==> config.mk <==
export PLATFORM = sky130hd
export DESIGN_NAME = time_entry_ctrl
export DESIGN_NICKNAME = d
export VERILOG_FILES = /design/src/rtl/time_entry_pkg.sv /design/src/rtl/time_entry_ctrl_keypad_event.sv /design/src/rtl/time_entry_ctrl.sv
export SDC_FILE = /design/constraint.sdc
export NUM_CORES = 1
export LEC_CHECK = 0
export CAP_MARGIN = 20
export CELL_PAD_IN_SITES_DETAIL_PLACEMENT = 2
export CELL_PAD_IN_SITES_GLOBAL_PLACEMENT = 2
export CORE_MARGIN = 3
export CORE_UTILIZATION = 35
export DETAILED_ROUTE_END_ITERATION = 6
export PLACE_DENSITY_LB_ADDON = 0.1
export RECOVER_POWER = 25
export SYNTH_ARGS = -nofsm -noshare
export SYNTH_HDL_FRONTEND = slang
export SYNTH_SLANG_ARGS = --single-unit
==> constraint.sdc <==
create_clock -name clk -period 5.9 [get_ports clk]
set_input_delay 1.18 -clock clk [delete_from_list [all_inputs] [get_ports clk]]
set_output_delay 1.18 -clock clk [all_outputs]
set_load 0.02 [all_outputs]
==> src/rtl/time_entry_pkg.sv <==
// Shared types, keypad layout and HH:MM limits for the time entry controller.
package time_entry_pkg;

    // Controller sequencing states
    typedef enum logic [2:0] {
        IDLE   = 3'd0,
        ENTRY  = 3'd1,
        CHECK  = 3'd2,
        COMMIT = 3'd3,
        ERROR  = 3'd4
    } state_t;

    // Key codes: 0..9 are BCD digits, the rest are control keys
    typedef logic [3:0] key_code_t;

    localparam key_code_t KEY_CLEAR = 4'hA;
    localparam key_code_t KEY_ENTER = 4'hB;
    localparam key_code_t KEY_NONE  = 4'hF;

    // Keypad layout:
    //   row0: 1 2 3 A
    //   row1: 4 5 6 B
    //   row2: 7 8 9 C
    //   row3: * 0 # D
    localparam logic [1:0] ROW_BOTTOM = 2'd3;
    localparam logic [1:0] COL_LETTER = 2'd3;
    localparam logic [1:0] COL_STAR   = 2'd0;
    localparam logic [1:0] COL_ZERO   = 2'd1;
    localparam logic [1:0] COL_HASH   = 2'd2;

    // HH:MM digit limits
    localparam logic [3:0] MAX_H1      = 4'd2;
    localparam logic [3:0] MAX_H0_HIGH = 4'd3;
    localparam logic [3:0] MAX_M1      = 4'd5;
    localparam logic [3:0] MAX_DIGIT   = 4'd9;

    // Number of BCD digits in a complete entry
    localparam logic [2:0] FULL_COUNT = 3'd4;

    // Translate a keypad position to a key code
    function automatic key_code_t decode_key(input logic [1:0] row, input logic [1:0] col);
        key_code_t code;
        if (col == COL_LETTER) begin
            code = KEY_NONE;
        end else if (row == ROW_BOTTOM) begin
            case (col)
                COL_STAR: code = KEY_CLEAR;
                COL_ZERO: code = 4'd0;
                COL_HASH: code = KEY_ENTER;
                default:  code = KEY_NONE;
            endcase
        end else begin
            // Rows 0..2 hold digits 1..9 laid out three per row
            code = (key_code_t'(row) * 4'd3) + key_code_t'(col) + 4'd1;
        end
        return code;
    endfunction

    function automatic logic is_digit(input key_code_t code);
        return (code <= MAX_DIGIT);
    endfunction

    // A BCD HHMM value is a legal 24-hour time of day
    function automatic logic time_is_valid(input logic [15:0] v);
        logic [3:0] h1;
        logic [3:0] h0;
        logic [3:0] m1;
        logic [3:0] m0;
        logic       hours_ok;
        h1 = v[15:12];
        h0 = v[11:8];
        m1 = v[7:4];
        m0 = v[3:0];
        if (h1 < MAX_H1) begin
            hours_ok = (h0 <= MAX_DIGIT);
        end else if (h1 == MAX_H1) begin
            hours_ok = (h0 <= MAX_H0_HIGH);
        end else begin
            hours_ok = 1'b0;
        end
        return hours_ok && (m1 <= MAX_M1) && (m0 <= MAX_DIGIT);
    endfunction

endpackage

==> src/rtl/time_entry_ctrl_keypad_event.sv <==
// Keypad front end: synchronises the asynchronous key strobe, produces one
// event per rising edge of it, and decodes the row/column into a key code.
module keypad_event
    import time_entry_pkg::*;
(
    input  logic      clk,
    input  logic      reset,
    input  logic [1:0] key_row_i,
    input  logic [1:0] key_col_i,
    input  logic      keypad_int_i,
    output logic      key_valid_o,
    output key_code_t key_code_o
);

    logic s1_q;
    logic s2_q;
    logic s2_d_q;

    // Two-flop synchroniser plus one delay flop for edge detection
    always_ff @(posedge clk) begin
        if (reset) begin
            s1_q   <= 1'b0;
            s2_q   <= 1'b0;
            s2_d_q <= 1'b0;
        end else begin
            s1_q   <= keypad_int_i;
            s2_q   <= s1_q;
            s2_d_q <= s2_q;
        end
    end

    // Row/col are stable by the time the synchronised edge appears, so they
    // are decoded directly; letter keys never produce an event.
    always_comb begin
        key_code_o  = decode_key(key_row_i, key_col_i);
        key_valid_o = s2_q & ~s2_d_q & (key_code_o != KEY_NONE);
    end

endmodule

==> src/rtl/time_entry_ctrl.sv <==
// Sequences four-digit HH:MM entry from the keypad, validates it and issues a
// one-cycle load of the entered time, or flags an entry error.
module time_entry_ctrl
    import time_entry_pkg::*;
#(
    parameter int TIMEOUT_CYCLES = 1000,
    parameter int ERR_CYCLES     = 4
) (
    input  logic        clk,
    input  logic        reset,
    input  logic [1:0]  key_row,
    input  logic [1:0]  key_col,
    input  logic        keypad_int,
    output logic [15:0] key_buffer,
    output logic [2:0]  digit_count,
    output logic        entry_active,
    output logic        time_load,
    output logic [15:0] time_value,
    output logic        entry_error
);

    localparam int TW = (TIMEOUT_CYCLES > 1) ? $clog2(TIMEOUT_CYCLES) : 1;
    localparam int EW = (ERR_CYCLES > 1) ? $clog2(ERR_CYCLES) : 1;
    localparam logic [TW-1:0] TMO_LAST = TW'(TIMEOUT_CYCLES - 1);
    localparam logic [EW-1:0] ERR_LAST = EW'(ERR_CYCLES - 1);

    logic      key_valid;
    key_code_t key_code;

    keypad_event u_keypad_event (
        .clk          (clk),
        .reset        (reset),
        .key_row_i    (key_row),
        .key_col_i    (key_col),
        .keypad_int_i (keypad_int),
        .key_valid_o  (key_valid),
        .key_code_o   (key_code)
    );

    state_t        state_q, state_d;
    logic [15:0]   buf_q, buf_d;
    logic [2:0]    cnt_q, cnt_d;
    logic [TW-1:0] tmo_q, tmo_d;
    logic [EW-1:0] err_q, err_d;
    logic [15:0]   tval_q, tval_d;
    logic          load_q, load_d;
    logic          active_q, active_d;
    logic          error_q, error_d;

    // Next-state, buffer and timer logic for the entry sequence
    always_comb begin
        state_d = state_q;
        buf_d   = buf_q;
        cnt_d   = cnt_q;
        tmo_d   = tmo_q;
        err_d   = err_q;
        tval_d  = tval_q;

        case (state_q)
            IDLE: begin
                if (key_valid && is_digit(key_code)) begin
                    buf_d   = {buf_q[11:0], key_code};
                    cnt_d   = 3'd1;
                    tmo_d   = '0;
                    state_d = ENTRY;
                end
            end

            ENTRY: begin
                if (key_valid) begin
                    // Any accepted key, even an ignored fifth digit, restarts
                    // the inactivity timer and beats a coincident expiry.
                    tmo_d = '0;
                    if (is_digit(key_code)) begin
                        if (cnt_q != FULL_COUNT) begin
                            buf_d = {buf_q[11:0], key_code};
                            cnt_d = cnt_q + 3'd1;
                        end
                    end else if (key_code == KEY_CLEAR) begin
                        buf_d   = '0;
                        cnt_d   = '0;
                        state_d = IDLE;
                    end else if (key_code == KEY_ENTER) begin
                        err_d   = '0;
                        state_d = (cnt_q == FULL_COUNT) ? CHECK : ERROR;
                    end
                end else if (tmo_q == TMO_LAST) begin
                    buf_d   = '0;
                    cnt_d   = '0;
                    tmo_d   = '0;
                    state_d = IDLE;
                end else begin
                    tmo_d = tmo_q + 1'b1;
                end
            end

            CHECK: begin
                if (time_is_valid(buf_q)) begin
                    tval_d  = buf_q;
                    state_d = COMMIT;
                end else begin
                    err_d   = '0;
                    state_d = ERROR;
                end
            end

            COMMIT: begin
                buf_d   = '0;
                cnt_d   = '0;
                state_d = IDLE;
            end

            ERROR: begin
                // Buffer stays visible while the error is shown
                if (err_q == ERR_LAST) begin
                    buf_d   = '0;
                    cnt_d   = '0;
                    err_d   = '0;
                    state_d = IDLE;
                end else begin
                    err_d = err_q + 1'b1;
                end
            end

            default: begin
                buf_d   = '0;
                cnt_d   = '0;
                state_d = IDLE;
            end
        endcase

        load_d   = (state_d == COMMIT);
        active_d = (state_d == ENTRY);
        error_d  = (state_d == ERROR);
    end

    // State, buffer, timers and registered outputs
    always_ff @(posedge clk) begin
        if (reset) begin
            state_q  <= IDLE;
            buf_q    <= '0;
            cnt_q    <= '0;
            tmo_q    <= '0;
            err_q    <= '0;
            tval_q   <= '0;
            load_q   <= 1'b0;
            active_q <= 1'b0;
            error_q  <= 1'b0;
        end else begin
            state_q  <= state_d;
            buf_q    <= buf_d;
            cnt_q    <= cnt_d;
            tmo_q    <= tmo_d;
            err_q    <= err_d;
            tval_q   <= tval_d;
            load_q   <= load_d;
            active_q <= active_d;
            error_q  <= error_d;
        end
    end

    assign key_buffer   = buf_q;
    assign digit_count  = cnt_q;
    assign entry_active = active_q;
    assign time_load    = load_q;
    assign time_value   = tval_q;
    assign entry_error  = error_q;

endmodule

==> reports/summary.txt <==
Min Tclk post-route: 4.26 ns
Filler Cells Inserted: 885
Setup TNS: 0 ns
Mapped cell area: 2810 sq um
Crit path kind: in2reg
Hold Path Class: reg2reg
Total grt overflow: 0
Combinational group share of total power: 0.150
Switching share of total power: 0.294
Most frequent cell after synthesis: dfxtp_1
Hold_buf cts: 0
Postcts setup bufs: 0
Clk Latency, worst-skew pair: 0.32 ns
Initial antenna violation count: 0
Commonest cells post-synth: dfxtp_1 (56), nand2_1 (41), nor2_1 (35)
Top delay family on crit path: adder cells
Crit-path cells: clkdlybuf4s50_1, fa_1, fa_1, nor2_1, or3_1, a211oi_1, nand2_1, o31ai_1, a311oi_1
Post-Route WL: 7.79 mm
Vias/cell: 5.29
Top cells by area in the synthesized netlist: dfxtp_1 (40%), mux2i_1 (10%), nand2_1 (5.5%)
Yosys warnings: 0
Clk pwr share: 0.311
Largest net degree at the start of global routing: 32
Cell accounting for the most synthesized area: dfxtp_1
Cell mode on critical path: fa_1
Die W: 95.5 microns
FF+latch count, synth: 56
Final GP Congestion: 0.766
Final non-filler cell total: 454
Net count, final: 368
Register area: 1120 sq um
Share of cells above drive strength 1: 0.0597
Die Ht: 95.5 microns
Register area share after synthesis: 0.400
Kind of end point of the critical path: flop
Final WS setup: 1.64 ns
Maximum clock path buffer count: 2
Core area: 7770 sq um
CTS Buf Count: 5
Pwr Total: 0.730 mW
Vias in the first global route: 2425
H-tree depth: 2
Clock Pin Slew Worst Setup and Hold Paths: 0.11 ns
Synth unique cells: 56
WL per Instance: 17.2 microns
VDD IR-drop max: 0.0868 mV
Clock Skew: 0.0113 ns
CTS tree: done
Syn Area/Cell: 8.99 sq um
Crit path DAT: 4.39 ns
IO Pins: 45
Max Clk Rate: 0.235 GHz
Final hold vios: 0
Antenna Cells: 0
Outcome: finished with violations
Pre-CTS setup slack: 1.36 ns
DRC: 0
Initial drt markers: 55
PwrDens: 215 nW/um^2
Root Driver: clkbuf_8
RSZ-0062 raised after global routing: false
Post-synth top area share: 0.400
Gr usage total: 0.179
Slew @ Worst Pin: 1.54 ns
Area of the multi-input gates: 1550 sq um
CP bufs+invs: 1
Global-route wire length before repair: 12.8 mm
Critical-path top delay cell: fa_1
Ys async rst share: 0
Vias: 2401
Crit share post-route: 0.722
Fin util: 0.438
Crit Path Max Fanout: 7
Max Cap Violations: 1
Power share of the sequential group: 0.539
Crit start category: input port
Slew Limit Fails: 32
Pint: 0.515 mW
Cells after Synth: 312
Leak Pwr: 1.23 nW
CP peak stage delay: 0.63 ns
Worst Path Required: 6.03 ns
Number of clock sinks: 56
Post-DRT Antenna Nets: 0
DIE AREA: 9130 sq um
Final setup vio count: 0
Post-CTS Resized: 0
Max_slew headroom: -0.0289
Psw: 0.215 mW
Post-DP HPWL: 5.73 mm
Port Buffers: 44
Failing checks: capacitance limit, slew limit
Starting Density: 0.361
Mapped Nets: 329
Row cnt: 32
Post-synth EDFFs: 0
Post-Place Cells: 446
Area grow syn2layout: 21.1%
Synth Flop Type: dfxtp_1
Total iterations of the first detailed-routing run: 4
==> flip-flops by register name, summed over array words and instances (netlist names) <==
signal                 flops
u_keypad_event.s2_d_q      1
state_q                    3
u_keypad_event.s2_q        1
key_buffer                16
digit_count                3
time_value                16
err_q                      2
entry_active               1
entry_error                1
u_keypad_event.s1_q        1
tmo_q                     10
time_load                  1
==> placed cells by master, fill, tap and decap left out, types with 3 or more instances in the layout <==
| master | Yosys | routed |
|---|---|---|
| nor2_1 | 35 | 35 |
| inv_1 | 10 | 10 |
| buf_4 | 0 | 3 |
| dlygate4sd3_1 | 0 | 12 |
| o21a_1 | 3 | 3 |
| a211oi_1 | 3 | 3 |
| nor2b_1 | 4 | 4 |
| nand2_1 | 41 | 41 |
| or3_1 | 5 | 5 |
| nand2b_1 | 11 | 11 |
| ha_1 | 8 | 8 |
| nand3_1 | 5 | 5 |
| a2111oi_0 | 4 | 4 |
| dfxtp_1 | 56 | 56 |
| a21oi_1 | 16 | 16 |
| clkdlybuf4s50_1 | 0 | 32 |
| o21ai_0 | 7 | 7 |
| xnor2_1 | 10 | 10 |
| clkbuf_8 | 0 | 5 |
| mux2i_1 | 28 | 28 |
| nand4_1 | 3 | 3 |
| o21bai_1 | 3 | 3 |
==> layer usage <==
layer	vias up	wire length (microns)	global-route usage
met1	1195	3850	0.256
met3	7	166	0.0276
met4	0	96	0.0498
li1	1171	-	-
met2	28	3680	0.278
met5	-	0	0
==> final cells by class <==
type	instances	share of cell area
timing repair buffer	48	0.137
clock inverter	3	0.00773
sequential	56	0.330
inverter	10	0.0110
tap	102	0.0376
multi-input combinational	230	0.456
clock buffer	5	0.0203
==> path summary, 6_finish.rpt <==
| check | startpoint | end | slack, ns | cells after the start |
|---|---|---|---|---|
| setup reg to reg | state_q[0]$_SDFF_PP0_ | key_buffer[1]$_SDFFE_PP0P_ | 3.21 | 7 |
| hold / removal | u_keypad_event.s1_q$_SDFF_PP0_ | u_keypad_event.s2_q$_SDFF_PP0_ | 0.48 | 1 |
| hold reg to reg | u_keypad_event.s1_q$_SDFF_PP0_ | u_keypad_event.s2_q$_SDFF_PP0_ | 0.48 | 1 |
| setup / recovery | key_col[1] | err_q[1]$_SDFFE_PP0P_ | 1.64 | 9 |
==> power by group through the flow <==
stage	clock, mW	sequential (mW)	combinational [mW]
final	0.227	0.394	0.109
after global routing	0.253	0.395	0.121
after CTS	0.238	0.394	0.111
after detailed placement	0	0.402	0.110
after global placement	0	0.402	0.108
after floorplan	0	0.404	0.0756
==> per-stage QoR <==
step | hold WS (ns) | cell area, sq um
floorplan | 0.414 | 2810
global placement | 0.463 | 3310
detailed placement | 0.460 | 3310
CTS | 0.480 | 3400
global route | 0.500 | 3400
finish | 0.478 | 3400
==> kinds of logic (layout without fill, tap and decap cells) <==
group,after synthesis,count (layout),synth area share
muxes,28,28,0.0999
buffers and inverters,26,66,0.0477
and+or+nand+nor,121,121,0.215
DFF,56,56,0.400
adders and majority gates,10,10,0.0500
xor gates and xnor gates,10,10,0.0312
AOI/OAI and AO/OA,61,61,0.157
No activity file was read; power rests on OpenSTA's default activity.
